===== src/rtl/mem_access_unit.sv =====
// mem_access_unit: memory-stage load/store unit.
// Runs a request/grant/response handshake to data memory, lays out store data on the
// byte lanes, and returns sign/zero-extended load data.
// Optional feature: define MISALIGN_TRAP_EN to trap misaligned half/word accesses
// without touching the bus. Otherwise the offending low address bits are ignored.
module mem_access_unit #(
    parameter int unsigned MAX_WAIT = 255,  // cycles allowed in REQ or WAIT before timeout
    parameter int unsigned WAIT_W   = 8     // timeout counter width, must hold MAX_WAIT
) (
    input  logic        clk,
    input  logic        rst_n,
    input  logic        MemWriteM,
    input  logic        LoadEnM,
    input  logic [31:0] ALUResultM,
    input  logic [31:0] WriteDataM,
    input  logic [1:0]  StoreSrcM,
    input  logic [2:0]  LoadSrcM,
    output logic        DReq,
    output logic        DWe,
    output logic [31:0] DAddr,
    output logic [31:0] DWData,
    output logic [3:0]  DBe,
    input  logic        DGnt,
    input  logic        DRValid,
    input  logic [31:0] DRData,
    output logic [31:0] ReadDataM,
    output logic        ReadValidM,
    output logic        StallM,
    output logic        BusErrM
);

    typedef enum logic [1:0] {
        S_IDLE = 2'd0,
        S_REQ  = 2'd1,
        S_WAIT = 2'd2,
        S_DONE = 2'd3
    } state_t;

    localparam logic [2:0] LD_LH  = 3'b001;
    localparam logic [2:0] LD_LHU = 3'b010;
    localparam logic [2:0] LD_LB  = 3'b011;
    localparam logic [2:0] LD_LBU = 3'b100;

    localparam logic [1:0] ST_SH = 2'b01;
    localparam logic [1:0] ST_SB = 2'b10;

    state_t state, state_nx;

    logic              access;
    logic              misalign;
    logic              timeout;
    logic [WAIT_W-1:0] cnt_r;

    // Request captured on leaving IDLE.
    logic [31:2] addr_r;
    logic [31:0] wdata_r;
    logic [3:0]  be_r;
    logic        st_r;
    logic [2:0]  ld_type_r;
    logic [1:0]  off_r;
    logic        err_r;
    logic [31:0] rdata_r;

    logic [31:0] st_wdata;
    logic [3:0]  st_be;
    logic [7:0]  lane_b;
    logic [15:0] lane_h;
    logic [31:0] ld_ext;

    // A store takes priority when both strobes are set.
    assign access  = MemWriteM | LoadEnM;
    assign timeout = (cnt_r == WAIT_W'(MAX_WAIT - 1));

    // Lay out store data and byte enables for the current M-stage store.
    always_comb begin
        // NOTE: every combinational output gets a default first so no path infers a latch.
        st_wdata = WriteDataM;
        st_be    = 4'b1111;
        case (StoreSrcM)
            ST_SB: begin
                st_wdata = {4{WriteDataM[7:0]}};
                st_be    = 4'b0001 << ALUResultM[1:0];
            end
            ST_SH: begin
                st_wdata = {2{WriteDataM[15:0]}};
                st_be    = ALUResultM[1] ? 4'b1100 : 4'b0011;
            end
            default: ;  // sw and the reserved encoding move the whole word
        endcase
    end

`ifdef MISALIGN_TRAP_EN
    // Flag half accesses on odd bytes and word accesses off a word boundary.
    always_comb begin
        misalign = 1'b0;
        if (MemWriteM) begin
            case (StoreSrcM)
                ST_SH:   misalign = ALUResultM[0];
                ST_SB:   misalign = 1'b0;
                default: misalign = |ALUResultM[1:0];
            endcase
        end else begin
            case (LoadSrcM)
                LD_LH, LD_LHU: misalign = ALUResultM[0];
                LD_LB, LD_LBU: misalign = 1'b0;
                default:       misalign = |ALUResultM[1:0];
            endcase
        end
    end
`else
    assign misalign = 1'b0;
`endif

    // Pick the addressed lane out of the returned word and extend it.
    always_comb begin
        case (off_r)
            2'd0:    lane_b = DRData[7:0];
            2'd1:    lane_b = DRData[15:8];
            2'd2:    lane_b = DRData[23:16];
            default: lane_b = DRData[31:24];
        endcase
        lane_h = off_r[1] ? DRData[31:16] : DRData[15:0];
        case (ld_type_r)
            LD_LH:   ld_ext = {{16{lane_h[15]}}, lane_h};
            LD_LHU:  ld_ext = {16'h0000, lane_h};
            LD_LB:   ld_ext = {{24{lane_b[7]}}, lane_b};
            LD_LBU:  ld_ext = {24'h000000, lane_b};
            default: ld_ext = DRData;
        endcase
    end

    // State register.
    always_ff @(posedge clk or negedge rst_n) begin
        // NOTE: sequential state uses non-blocking assignments so every register samples pre-edge values.
        if (!rst_n) state <= S_IDLE;
        else        state <= state_nx;
    end

    // Next-state logic; grant/valid win over a timeout in the same cycle.
    always_comb begin
        state_nx = state;
        case (state)
            S_IDLE: if (access) state_nx = misalign ? S_DONE : S_REQ;
            S_REQ: begin
                if (DGnt)         state_nx = st_r ? S_DONE : S_WAIT;
                else if (timeout) state_nx = S_DONE;
            end
            S_WAIT: if (DRValid || timeout) state_nx = S_DONE;
            default: state_nx = S_IDLE;  // DONE never re-examines the held M-stage instruction
        endcase
    end

    // Bus and pipeline outputs decoded from the current state.
    always_comb begin
        DReq       = 1'b0;
        DWe        = 1'b0;
        DAddr      = 32'h0;
        DWData     = 32'h0;
        DBe        = 4'h0;
        StallM     = 1'b0;
        ReadValidM = 1'b0;
        BusErrM    = 1'b0;
        case (state)
            // Gated by reset so a held M-stage access cannot freeze the pipe during reset.
            S_IDLE: StallM = access & rst_n;
            S_REQ: begin
                DReq   = 1'b1;
                DWe    = st_r;
                DAddr  = {addr_r, 2'b00};
                DWData = wdata_r;
                DBe    = be_r;
                StallM = 1'b1;
            end
            S_WAIT: StallM = 1'b1;
            default: begin
                ReadValidM = ~st_r & ~err_r;
                BusErrM    = err_r;
            end
        endcase
    end

    // Timeout counter: restarts on every state change, counts while in REQ or WAIT.
    always_ff @(posedge clk or negedge rst_n) begin
        if (!rst_n)                                  cnt_r <= '0;
        else if (state_nx != state)                  cnt_r <= '0;
        else if (state == S_REQ || state == S_WAIT)  cnt_r <= cnt_r + WAIT_W'(1);
    end

    // Capture the request on leaving IDLE and record how the access ends.
    always_ff @(posedge clk or negedge rst_n) begin
        if (!rst_n) begin
            addr_r    <= '0;
            wdata_r   <= '0;
            be_r      <= '0;
            st_r      <= 1'b0;
            ld_type_r <= '0;
            off_r     <= '0;
            err_r     <= 1'b0;
        end else if (state == S_IDLE && access) begin
            addr_r    <= ALUResultM[31:2];
            wdata_r   <= MemWriteM ? st_wdata : 32'h0;
            be_r      <= MemWriteM ? st_be : 4'b1111;  // loads read the whole word
            st_r      <= MemWriteM;
            ld_type_r <= LoadSrcM;
            off_r     <= ALUResultM[1:0];
            err_r     <= misalign;
        end else if ((state == S_REQ && !DGnt && timeout) ||
                     (state == S_WAIT && !DRValid && timeout)) begin
            err_r <= 1'b1;
        end
    end

    // Load result register; holds its value until the next successful load.
    always_ff @(posedge clk or negedge rst_n) begin
        if (!rst_n)                           rdata_r <= '0;
        else if (state == S_WAIT && DRValid)  rdata_r <= ld_ext;
    end

    assign ReadDataM = rdata_r;

endmodule


===== config.mk =====
export PLATFORM = sky130hd
export DESIGN_NAME = mem_access_unit
export DESIGN_NICKNAME = d
export VERILOG_FILES = /design/src/rtl/mem_access_unit.sv
export SDC_FILE = /design/constraint.sdc
export NUM_CORES = 1
export LEC_CHECK = 0
export BUFFER_PORTS_ARGS = -buffer_cell sky130_fd_sc_hd__buf_2
export CORE_UTILIZATION = 30
export CTS_BUF_LIST = sky130_fd_sc_hd__clkbuf_4 sky130_fd_sc_hd__clkbuf_8
export DETAILED_ROUTE_END_ITERATION = 16
export PLACE_DENSITY = 0.59
export SLEW_MARGIN = 20
export SYNTH_ARGS = -nofsm -noshare
export SYNTH_HDL_FRONTEND = slang
export SYNTH_SLANG_ARGS = --single-unit

===== constraint.sdc =====
create_clock -name clk -period 2.5 [get_ports clk]
set_input_delay 0.25 -clock clk [delete_from_list [all_inputs] [get_ports clk]]
set_output_delay 0.25 -clock clk [all_outputs]
set_load 0.02 [all_outputs]

==> metrics <==
status finished, final reports clean; Req. time, crit path about 2.3 ns; FMAX roughly 430 MHz; DRC 0; First-pass DRT Iterations 4; fin crit period between 2 and 2.5 ns; Fin Hold WS approximately 0.031 ns; DRT iter0 DRCs around 280; Worst slew margin between 40% and 50%; FF-to-FF path depth 7; die width approximately 150 um; row cnt 52; Worst Path Max Fanout 50; largest stage delay on the critical path 0.45 ns; ys async rst share 100%; RSZ-0062 raised after global routing false; Synth Area per Inst around 9 um^2; Critical Path Sink Type primary output; RePlAce Congestion 0.859; vias per cell roughly 5; crit path cell chain inv_1, ha_2, buf_4, and2_1, buf_2; Vias 5901; IO buf count 209; VDD IR max 420 uV; fin area ~8400 um^2; Total GRT Usage between 15 and 20%; placed wire-length estimate roughly 13000 um; commonest cells after routing, fill and taps aside buf_2, nand2_1, dfrtp_1; cell count of the worst hold path 3; Crit-path slowest cell dfrtp_1; Synth area leader dfrtp_1; flops & latches, synth 115; Lkg Pwr just over 4 nW; Max Slew Vio Count 0; NumNets Final about 1000; initial antenna violation count 2; Post-synth EDFFs 0; CTS tree yes; crit path kind reg2out; final worst path period share between 90 and 100%; I/O pins between 200 and 250; ys flop type dfrtp_1; Synth top area share between 40% and 50%; clock sink count about 120; post-synthesis cell area 6270 um^2; Worst Path Buf+Inv 3; final WL 19200 um; die span in y ~150 um; clock slew at reported path FFs ~0.070 ns; Core Box Area around 20000 um^2; R2R setup slack roughly 0.34 ns; number of stages on the worst setup path 5; Routed WL per cell 15.9 um; vias in the first global route ~5600; Netlist cell types 56; crit start category flip-flop; Cells after Synth 700; grt total ovfl 0; Hold EP addr_r[25]; R2R Path Start state[0]; largest cells by area after synthesis dfrtp_1, nand2_1, and2_1; dpl cell area around 7600 um^2; CP top delay family buffers and inverters; Power per Cell Area around 1200 nW/um^2; layout overhead on the synthesized area 33.3%; Max Cap Viol 0; Inserted Clock Buffers 17; setup_tns 0 ns; hold_sp ALUResultM[25]; Hold Path Class in2reg; reg2reg end cnt_r[1]; CTS max path bufs 2; WP data arrival slightly above 2 ns; register area share after synthesis between 40% and 50%; Post-DRT Antenna Nets 0; initial core utilization 30.8%; Setup Viol. Count Final 0; clock skew roughly 0.019 ns; die area about 21000 um^2; Ys Warns 0; layout cells sized above 1 roughly 30%; number of H-tree levels 4; most common cell after layout, fill and taps aside buf_2; pin count of the biggest net entering global routing 116; CTS root buffer clkbuf_8; clock insertion delay at the later pin of the skew report ~0.44 ns; Worst-Margin Slew slightly below 0.9 ns; first-pass GRT wire length ~30000 um; final hold viol count 0
==> layout make-up <==
| type | count | area, um^2 |
|---|---|---|
| antenna | 2 | 5.00 |
| clock buffer | 20 | 269 |
| clock inverter | 12 | 155 |
| fill | 2000 | 12000 |
| inverter | 15 | 56.3 |
| multi-input combinational | 518 | 3110 |
| sequential | 115 | 2880 |
| tap | 270 | 338 |
| timing repair buffer | 259 | 1540 |
==> stage by stage <==
| step | instances | power (mW) | setup WS [ns] | utilization [%] |
|---|---|---|---|---|
| after CTS | 1209 | 10.4 | 0.100 | 41.0 |
| final | 1211 | 10.3 | 0.191 | 41.0 |
| after detailed placement | 1146 | 8.39 | 0.119 | 37.4 |
| after global placement | 1146 | 8.33 | 0.187 | 37.4 |
| after floorplan | 701 | 6.71 | 0.604 | - |
| after global routing | 1211 | 11.0 | 0.0455 | 41.0 |
==> logic make-up (layout without fill, tap and decap cells) <==
group,after synthesis,count (layout),synth area share [%]
XOR/XNOR,8,8,1.12
adder cells (fa/ha/maj),12,12,2.24
flip-flops,115,115,45.9
multiplexers,15,15,2.80
AO/OA/AOI/OAI,164,164,18.5
other,1,4,0.0598
buffers and inverters,68,306,4.89
AND/OR/NAND/NOR,317,317,24.5
==> worst max path at each step <==
stage                     slack [ns]      from       endpoint
after global routing            0.05  state[1]      DAddr[13]
after floorplan                 0.60  state[1]       cnt_r[1]
after global placement          0.19  state[0]  ReadDataM[25]
after CTS                        0.1  state[0]  ReadDataM[20]
final                           0.19  state[1]      DAddr[13]
after detailed placement        0.12  state[0]  ReadDataM[27]
==> metal layers <==
layer  track usage (%)  vias up  routed length (um)
li1                  -     2864                   -
met1              24.5     2820                8780
met2              27.8      197                8930
met3              4.75       20                1190
met4              6.67        0                 309
met5                 0        -                   0
==> registers in the layout, indices dropped and copies added (netlist names) <==
register   flops
state          2
addr_r        30
cnt_r          8
be_r           4
ld_type_r      3
ReadDataM     32
err_r          1
wdata_r       32
off_r          2
st_r           1
==> what timing repair did <==
item	4_1_cts	5_1_grt
resized for setup	0	2
setup buffers	0	0
endpoints found under the setup margin	0	18
endpoints found under the hold margin	145	0
hold buffers	31	0
==> where the power goes <==
part | internal (mW) | total, mW | switching (mW)
combinational | 2.03 | 5.18 | 3.16
clock | 1.05 | 1.90 | 0.846
sequential | 2.69 | 3.20 | 0.509
==> synthesized netlist by cell type, drive strengths merged, types with 2 or more instances <==
| master | count |
|---|---|
| a22o | 26 |
| ha | 8 |
| a221o | 16 |
| o22ai | 4 |
| dfrtp | 115 |
| nand2 | 146 |
| o21ai | 29 |
| nor2b | 6 |
| a22oi | 7 |
| nor3 | 4 |
| a21oi | 38 |
| o211ai | 7 |
| nor2 | 46 |
| a211oi | 4 |
| buf | 15 |
| mux2i | 8 |
| a21boi | 2 |
| inv | 15 |
| a21o | 4 |
| nor3b | 9 |
| mux2 | 7 |
| clkbuf | 38 |
| o31ai | 2 |
| nand2b | 18 |
| nand3 | 6 |
| a221oi | 15 |
| xor2 | 3 |
| and2 | 71 |
| nand4 | 4 |
| a41oi | 2 |
| nand3b | 2 |
| xnor2 | 5 |
| a31oi | 3 |
| maj3 | 4 |
==> worst min-delay path, delay by kind of cell <==
| family | cells | cell delay (ns) |
|---|---|---|
| buffers and inverters | 1 | 0.08 |
| and+or+nand+nor | 2 | 0.11 |
Power figures use the tool's default switching activity.
